<file path="config.mk">
export PLATFORM = sky130hd
export DESIGN_NAME = ast_recv
export DESIGN_NICKNAME = d
export VERILOG_FILES = /design/src/rtl/ast_pkg.sv /design/src/rtl/ast_sync_flt.sv /design/src/rtl/ast_recv.sv
export SDC_FILE = /design/constraint.sdc
export NUM_CORES = 1
export LEC_CHECK = 0
export ABC_CLOCK_PERIOD_IN_PS = 2400
export CORE_UTILIZATION = 49
export DETAILED_ROUTE_END_ITERATION = 16
export PLACE_DENSITY = 0.78
export SETUP_SLACK_MARGIN = 0.1
export SYNTH_ARGS = -nofsm -noshare
export SYNTH_HDL_FRONTEND = slang
export SYNTH_SLANG_ARGS = --single-unit
</file>
<file path="constraint.sdc">
create_clock -name clk_sys -period 2.4 [get_ports clk_sys]
set_clock_uncertainty 0.05 [all_clocks]
set_input_delay 0.48 -clock clk_sys [delete_from_list [all_inputs] [get_ports clk_sys]]
set_output_delay 0.48 -clock clk_sys [all_outputs]
set_load 0.01 [all_outputs]
</file>
<file path="src/rtl/ast_pkg.sv">
// Shared definitions for the ast pulse send/receive logic.
// FSM encoding, status bit positions and the polarity bit of cfg_pol.
package ast_pkg;

  typedef enum logic [1:0] {
    ST_ARM    = 2'd0,
    ST_IDLE   = 2'd1,
    ST_ACTIVE = 2'd2,
    ST_STUCK  = 2'd3
  } ast_st_e;

  localparam int STU_OK    = 0;
  localparam int STU_SHORT = 1;
  localparam int STU_LONG  = 2;
  localparam int STU_ARMED = 3;

  // cfg_pol[POL_BIT] = POL_ACT_HIGH selects an active-high pulse
  localparam int   POL_BIT      = 0;
  localparam logic POL_ACT_HIGH = 1'b1;

endpackage

</file>
<file path="src/rtl/ast_sync_flt.sv">
// Purpose: 2-FF synchroniser plus FLT_LEN run-length deglitch filter for the ast line.
// Latency: 2 + FLT_LEN cycles from ast_in to filt.
// Backpressure: none; stable flags that filt reflects a settled, genuinely sampled line.
module ast_sync_flt #(
  parameter int FLT_LEN = 3
) (
  input  logic clk_sys,
  input  logic rst_n,
  input  logic ast_in,
  output logic filt,
  output logic stable
);

  localparam int CW = $clog2(FLT_LEN);

  logic          sync1;
  logic          sync2;
  logic [1:0]    prime;
  logic [CW-1:0] run;

  always_ff @(posedge clk_sys or negedge rst_n) begin
    if (!rst_n) begin
      sync1 <= 1'b0;
      sync2 <= 1'b0;
      prime <= 2'b00;
      run   <= '0;
      filt  <= 1'b0;
    end else begin
      sync1 <= ast_in;
      sync2 <= sync1;
      prime <= {prime[0], 1'b1};
      if (sync2 == filt) begin
        run <= '0;
      end else if (run == CW'(FLT_LEN - 1)) begin
        filt <= sync2;
        run  <= '0;
      end else begin
        run <= run + CW'(1);
      end
    end
  end

  // Until the sync chain holds a real sample, the reset value of filt means nothing
  assign stable = prime[1] && (sync2 == filt);

endmodule

</file>
<file path="src/rtl/ast_recv.sv">
// Purpose: receive-side ast pulse measurement and classification with sticky status.
// Latency: outputs update one cycle after the filtered edge (2 + FLT_LEN + 1 from the pin).
// Backpressure: none; ast_det is a one-cycle strobe, status is held for register readback.
module ast_recv
  import ast_pkg::*;
#(
  parameter int FLT_LEN = 3
) (
  input  logic       clk_sys,
  input  logic       rst_n,
  input  logic       pluse_us,
  input  logic       ast_in,
  input  logic [7:0] cfg_pol,
  input  logic [7:0] cfg_width,
  input  logic [7:0] cfg_tol,
  output logic       ast_det,
  output logic [7:0] ast_width,
  output logic [7:0] stu_ast,
  output logic [7:0] cnt_ast,
  output logic       ast_busy,
  input  logic       clr_stu
);

  logic       filt;
  logic       flt_stable;
  logic       filt_q;
  ast_st_e    state_q, state_d;
  logic       pol_q, pol_d;
  logic [7:0] wcnt_q, wcnt_d, wcnt_inc;
  logic [7:0] width_d, cnt_d;
  logic [3:0] stu_q, stu_d;
  logic       det_d;
  logic       pol_cur, lvl_act, lead;
  logic [8:0] diff9, sum9;
  logic [7:0] w_min, w_max;
  logic       unused_pol;

  ast_sync_flt #(.FLT_LEN(FLT_LEN)) u_sync_flt (
    .clk_sys (clk_sys),
    .rst_n   (rst_n),
    .ast_in  (ast_in),
    .filt    (filt),
    .stable  (flt_stable)
  );

  assign unused_pol = ^cfg_pol[7:1];

  assign diff9 = {1'b0, cfg_width} - {1'b0, cfg_tol};
  assign sum9  = {1'b0, cfg_width} + {1'b0, cfg_tol};
  assign w_min = diff9[8] ? 8'd0  : diff9[7:0];
  assign w_max = sum9[8]  ? 8'hFF : sum9[7:0];

  assign ast_busy = (state_q == ST_ACTIVE) || (state_q == ST_STUCK);
  // Polarity is frozen for the whole pulse so a mid-pulse config write cannot split it
  assign pol_cur  = ast_busy ? pol_q : cfg_pol[POL_BIT];
  assign lvl_act  = filt ^ ~pol_cur;
  assign lead     = lvl_act && (filt != filt_q);
  assign wcnt_inc = (pluse_us && (wcnt_q != 8'hFF)) ? wcnt_q + 8'd1 : wcnt_q;
  assign stu_ast  = {4'b0000, stu_q};

  always_comb begin
    state_d = state_q;
    pol_d   = pol_q;
    wcnt_d  = wcnt_q;
    width_d = ast_width;
    det_d   = 1'b0;
    stu_d   = clr_stu ? (stu_q & 4'b1000) : stu_q;
    cnt_d   = clr_stu ? 8'd0 : cnt_ast;
    case (state_q)
      ST_ARM: begin
        if (flt_stable && !lvl_act) begin
          state_d          = ST_IDLE;
          stu_d[STU_ARMED] = 1'b1;
        end
      end
      ST_IDLE: begin
        if (lead) begin
          state_d = ST_ACTIVE;
          wcnt_d  = 8'd0;
          pol_d   = cfg_pol[POL_BIT];
        end
      end
      ST_ACTIVE: begin
        if (!lvl_act) begin
          state_d = ST_IDLE;
          width_d = wcnt_q;
          if (wcnt_q < w_min) begin
            stu_d[STU_SHORT] = 1'b1;
            stu_d[STU_OK]    = 1'b0;
          end else if (wcnt_q > w_max) begin
            stu_d[STU_LONG] = 1'b1;
            stu_d[STU_OK]   = 1'b0;
          end else begin
            stu_d[STU_OK] = 1'b1;
            det_d         = 1'b1;
            cnt_d         = cnt_d + 8'd1;
          end
        end else if (wcnt_q > w_max) begin
          state_d          = ST_STUCK;
          width_d          = wcnt_q;
          stu_d[STU_LONG]  = 1'b1;
          stu_d[STU_OK]    = 1'b0;
          wcnt_d           = wcnt_inc;
        end else begin
          wcnt_d = wcnt_inc;
        end
      end
      ST_STUCK: begin
        if (!lvl_act) state_d = ST_IDLE;
        else          wcnt_d  = wcnt_inc;
      end
      default: state_d = ST_ARM;
    endcase
  end

  always_ff @(posedge clk_sys or negedge rst_n) begin
    if (!rst_n) begin
      state_q   <= ST_ARM;
      filt_q    <= 1'b0;
      pol_q     <= 1'b0;
      wcnt_q    <= 8'd0;
      stu_q     <= 4'd0;
      ast_det   <= 1'b0;
      ast_width <= 8'd0;
      cnt_ast   <= 8'd0;
    end else begin
      state_q   <= state_d;
      filt_q    <= filt;
      pol_q     <= pol_d;
      wcnt_q    <= wcnt_d;
      stu_q     <= stu_d;
      ast_det   <= det_d;
      ast_width <= width_d;
      cnt_ast   <= cnt_d;
    end
  end

endmodule

</file>
Word level (Yosys, flattened, before mapping):

Index checks and enable logic that the tools add are counted.

* flip-flop bits (word level): 40
* input port bits: 29
* output and inout bits: 26
* word-level logic and storage cells: 88

* add/subtract/negate cells: 5
* order comparisons: 2
* eq/ne operators: 14
* muxes and demuxes: 37
* bitwise logic cells: 3
* reductions and logical operators: 14

Operators with widths (count)
* 8-bit 2-to-1 mux: 12
* 8-bit by 1-bit adder with 8-bit output, second input constant: 2
* 8-bit case mux with 2 select lines: 1
* 1-bit 2-to-1 mux: 14
* 2-bit 2-to-1 mux: 7
* 8-bit by 8-bit adder with 9-bit output: 1
* 8-bit by 8-bit subtractor with 9-bit output: 1
* 8-bit > comparator: 1
* 8-bit less-than comparator: 1
* 8-bit inequality test, second input constant: 1
* 2-bit case mux with 4 select lines: 1
* 4-bit AND reduction: 2
* 2-bit == test, second input constant: 3
* 3-bit 2-to-1 mux: 2
* 2-bit by 1-bit inequality test with 1-bit output, second input constant: 3
* 2-bit inequality test, second input constant: 3
* 2-bit AND reduction: 3
* 1-bit logical AND: 4
* 3-bit by 2-bit inequality test with 1-bit output, second input constant: 1
* 2-bit by 1-bit adder with 2-bit output, second input constant: 1
* 2-bit by 1-bit == test with 1-bit output, second input constant: 1
* 2-bit zero test: 1
* 1-bit NOT: 2
* 2-bit nonzero test: 1
* other kinds (6): 6

Depth between registers and ports, before layout:

* word-level depth: 9
* gate-level depth with buffers: 16

By module:

From an unflattened synthesis, not the netlist that was laid out.

* cells, all modules: 342
* area, all modules: 3123.0 um2

Modules (own cells, without submodules)
* ast_recv: instances 1, cells each 328, area each 2887.8 um2, sequential area each 825.8 um2
* ast_sync_flt: instances 1, cells each 14, area each 235.2 um2, sequential area each 175.2 um2

Least setup slack after synthesis:

OpenSTA, ideal clock, no wires.

* path type: input port to flip-flop
* from: input port cfg_width[0]
* to: register ast_width[0]
* library setup time: 0.125 ns
* arrival time: 3.639 ns
* slack: -1.414 ns
* stages: 16
* cell sequence: ha_1 fa_1 nand2b_1 a21oi_1 o21ba_2 o21bai_1 a21oi_1 or2_2 ha_1 nand4_1 nor2_1 a21oi_1 or2_1 buf_2 o21ai_2 mux2_2

* cells in the longest elaborated chain, start to end: 5

RTL lines
* start, declared: line ast_recv.sv:14 `input logic [7:0] cfg_width,`
* 8-bit by 8-bit adder with 9-bit output: line ast_recv.sv:49 `assign sum9 = {1'b0, cfg_width} + {1'b0, cfg_tol};`
* 8-bit 2-to-1 mux: line ast_recv.sv:51 `assign w_max = sum9[8] ? 8'hFF : sum9[7:0];`
* 8-bit > comparator: line ast_recv.sv:98 `end else if (wcnt_q > w_max) begin`
* 2-bit by 1-bit inequality test with 1-bit output (no line)
* 2-bit AND reduction (no line)
* end signal, assigned: line ast_recv.sv:133 `ast_width <= width_d;`
* end, declared: line ast_recv.sv:17 `output logic [7:0] ast_width,`

No other way between the ends.
A chain may end at the register's enable or synchronous reset.

Worst setup path in the final report:

* from: input port cfg_tol[1]
* to: register cnt_ast[1]

* cells in the longest elaborated chain, start to end: 7
* elaborated cells on any way between the ends: 10
* those cells by class: add/sub (2); order compare (2); mux (6)

RTL lines
* start, declared: line ast_recv.sv:15 `input logic [7:0] cfg_tol,`
* 8-bit by 8-bit adder with 9-bit output: line ast_recv.sv:49
* 8-bit 2-to-1 mux: line ast_recv.sv:51
* 8-bit > comparator: line ast_recv.sv:90 `end else if (wcnt_q > w_max) begin`
* 8-bit 2-to-1 mux: line ast_recv.sv:90
* 8-bit 2-to-1 mux (*): line ast_recv.sv:87 `if (wcnt_q < w_min) begin`
* 8-bit 2-to-1 mux (*): line ast_recv.sv:84 `if (!lvl_act) begin`
* 8-bit 2-to-1 mux (*): line ast_recv.sv:69 `case (state_q)`
* via cnt_d[1]: line ast_recv.sv:30 `logic [7:0] width_d, cnt_d;`
* end signal, assigned: line ast_recv.sv:134 `cnt_ast <= cnt_d;`
* end, declared: line ast_recv.sv:19 `output logic [7:0] cnt_ast,`

Mark *: on every way through the listed nets, which the timed path passes. The rest lies on a longest branch.

==> results.json <==
{
  "fp.dieW_um": 82.0,
  "outcome": "complete, but fails checks",
  "antenna_found_initial": 0,
  "postPlaceCellArea_um2": 4220,
  "synth_cells": 331,
  "ys_warn_count": 0,
  "synth_edf_count": 0,
  "h-tree-depth": 2,
  "cts_made_buffers": 5,
  "power_mw": 4.47,
  "die_h_um": 82.0,
  "synth.distinct_cells": 61,
  "grt_pass1_vias": 2956,
  "drcViolationCount": 0,
  "cts_hold_buffers": 0,
  "synth-xor-area-share_pct": 4.46,
  "area_delta_synth_final_pct": 53.6,
  "whs_ns": 0.164,
  "avgRoutedWirePerCell_um": 17.6,
  "ys.flop_type": "dfrtp_1",
  "io_buffer_count": 43,
  "postLayoutCellArea_um2": 4820,
  "netlist_area_um2": 3140,
  "start_util_pct": 51.8,
  "synth.area.mux_share_pct": 4.98,
  "path_clk_slew_ns": 0.09,
  "rr_startpoint": "wcnt_q[4]$_DFFE_PN0P_",
  "worst-path-max-fanout": 4,
  "drive_gt1_share_pct": 40.8,
  "grt_first_pass_wirelength_mm": 14.0,
  "yosys.area_share.simple_pct": 19.9,
  "ys_seq_elements": 40,
  "cp-start-kind": "primary input",
  "cp_cell_sequence": "buf_6 -> inv_2 -> ha_4 -> nor2b_2 -> o21bai_4 -> a21oi_2 -> o31ai_2 -> buf_4 -> mux2i_2 -> o31ai_2 -> ha_1 -> nand4_1 -> nor2_4 -> a211oi_4 -> or2_4 -> or3_4 -> mux2_4",
  "rrSetupSlack_ns": -0.12,
  "critPathKind": "primary input to flip-flop",
  "min_period_ns": 3.56,
  "ant_nets": 0,
  "yosysSeqAreaShare_pct": 31.9,
  "layout_setup_ws_ns": -1.16,
  "clockBufferDepth": 2,
  "dpl_worst_slack_ns": -1.86,
  "hold_class": "primary input to async pin",
  "numClockSinks": 40,
  "r2r_cells": 7,
  "hpwl_mm": 5.78,
  "fin_nets": 517,
  "violations": "setup timing",
  "fmax_ghz": 0.281,
  "dr.pass1.iters": 4,
  "irDropWorstVdd_mv": 0.775,
  "ys_async_sr_fraction_pct": 100,
  "final_util_pct": 79.6,
  "cp-end-kind": "flip-flop",
  "max_stage_delay_ns": 0.37,
  "leakagePower_nw": 2.17,
  "synth_compound_area_share_pct": 17.5,
  "gr-total-overflow": 0,
  "crit_top_cell": "o31ai_2",
  "grt_max_degree": 41,
  "arrival_ns": 3.70,
  "core_um2": 6060,
  "rsz0062_at_grt": "yes",
  "synth_top_family_by_area": "simple AND/OR/NAND/NOR gates",
  "wirelength_mm": 9.20,
  "synthAdderAreaFrac_pct": 16.4,
  "die_area_um2": 6730,
  "grt_use_total_pct": 27.8,
  "num_io_pins": 55,
  "r2r-end": "cnt_ast[1]$_DFF_PN0_",
  "finalHoldViolations": 0,
  "critPathRequiredTime_ns": 2.54,
  "cts_root_buf": "clkbuf_8",
  "num_vias": 3018,
  "finalSetupViolations": 22,
  "clkLatencyLatePin_ns": 0.31,
  "syn_avg_cell_area_um2": 9.48,
  "vias_per_cell": 5.76,
  "globalplace.congestion": 0.871,
  "period_share_pct": 148,
  "first_iter_violations": 244,
  "maxSlewViolCount": 0,
  "mostFrequentLayoutCells": "buf_4 (63), dfrtp_1 (40), clkdlybuf4s50_1 (25), ha_1 (24), nand2_1 (22)",
  "maxCapViolCount": 0,
  "power_density_nw_per_um2": 926,
  "critical-path-slowest-cell": "or3_4",
  "rows": 28,
  "insertedDiodeCount": 0,
  "layout_commonest_cell": "buf_4",
  "tritoncts": "done"
}
==> critical path, delay by kind of cell <==
kind            cells  cell delay, ns
simple gates        5            1.12
fa+ha+maj           2            0.61
mux                 2            0.54
compound gates      5            0.63
buf+inv             3            0.30
==> state kept, by name (all words and copies together), names as in the netlist <==
name / count
stu_q: 4
u_sync_flt.run: 2
ast_det: 1
filt_q: 1
pol_q: 1
cnt_ast: 8
u_sync_flt.filt: 1
u_sync_flt.prime: 2
state_q: 2
wcnt_q: 8
ast_width: 8
u_sync_flt.sync1: 1
u_sync_flt.sync2: 1
==> area by class of cell <==
type                            count  area (µm²)
Inverter                           24         103
Tap cell                           75        93.8
Fill cell                         346        1240
Clock buffer                        5        68.8
Timing Repair Buffer              116        1010
Sequential cell                    40        1000
Clock inverter                      3        46.3
Multi-Input combinational cell    261        2500
==> worst max path at each step <==
| stage | from | end | slack [ns] |
|---|---|---|---|
| after detailed placement | cfg_width[0] | cnt_ast[1]$_DFF_PN0_ | -1.86 |
| after CTS | cfg_tol[0] | cnt_ast[1]$_DFF_PN0_ | -1.01 |
| after global placement | cfg_width[0] | cnt_ast[1]$_DFF_PN0_ | -1.82 |
| final | cfg_tol[1] | cnt_ast[1]$_DFF_PN0_ | -1.16 |
| after floorplan | cfg_width[0] | cnt_ast[1]$_DFF_PN0_ | -1.21 |
| after global routing | cfg_tol[1] | cnt_ast[3]$_DFF_PN0_ | -1.29 |
==> cells by family (layout without fill, tap and decap cells) <==
kind of cell             after synthesis  in the layout
multiplexers                          14             14
adder cells (fa/ha/maj)               40             40
flip-flops                            40             40
XOR/XNOR                              16             16
AND/OR/NAND/NOR                      111            111
buffers and inverters                 33            148
AO/OA/AOI/OAI                         75             75
other                                  2              5
==> report_power, final <==
group	internal (mW)	leakage [nW]	switching, mW
combinational	1.41	1.59	1.35
sequential	0.883	0.523	0.254
clock	0.313	0.0548	0.258
==> synth_stat cells (all sizes together) (3+ instances only) <==
master  number  area, µm²
nor4         5       31.3
nor3         9       45.0
nand2b       7       51.3
xnor2       11       96.3
or4          5       37.5
o31ai        5       37.5
nor2b       10       62.6
mux2i        4       40.0
and4         3       26.3
a21o        10       75.1
dfrtp       40       1000
or3          5       36.3
mux2        10        116
nand3       12       60.1
o21ai       13       76.3
and3         4       25.0
a21oi       22        110
inv         24       90.1
nor2        15       63.8
ha          38        475
nand2       23       86.3
buf          7       47.6
o211ai       5       37.5
xor2         5       43.8
nor3b        3       22.5
==> per-layer routing <==
metal / up-vias / share of wire (%) / GRT usage (%)
met5: - / 0 / 0
met4: 0 / 2.0 / 9.12
met3: 24 / 5.3 / 4.67
met2: 105 / 50 / 48.5
met1: 1477 / 42 / 34.5
li1: 1412 / - / -
==> metrics by stage <==
step	instances	TNS (ns)
after floorplan	334	-22.80
after global placement	504	-38.19
after detailed placement	504	-39.24
after CTS	523	-20.01
after global routing	524	-25.73
final	524	-23.47
==> timing repair <==
action                                  4_1_cts  5_1_grt
resized for setup                           113       24
buffers inserted                             11        2
pin swaps                                    37       20
endpoints found under the setup margin       23       23
Note: power is estimated with default switching activity, not from simulation.
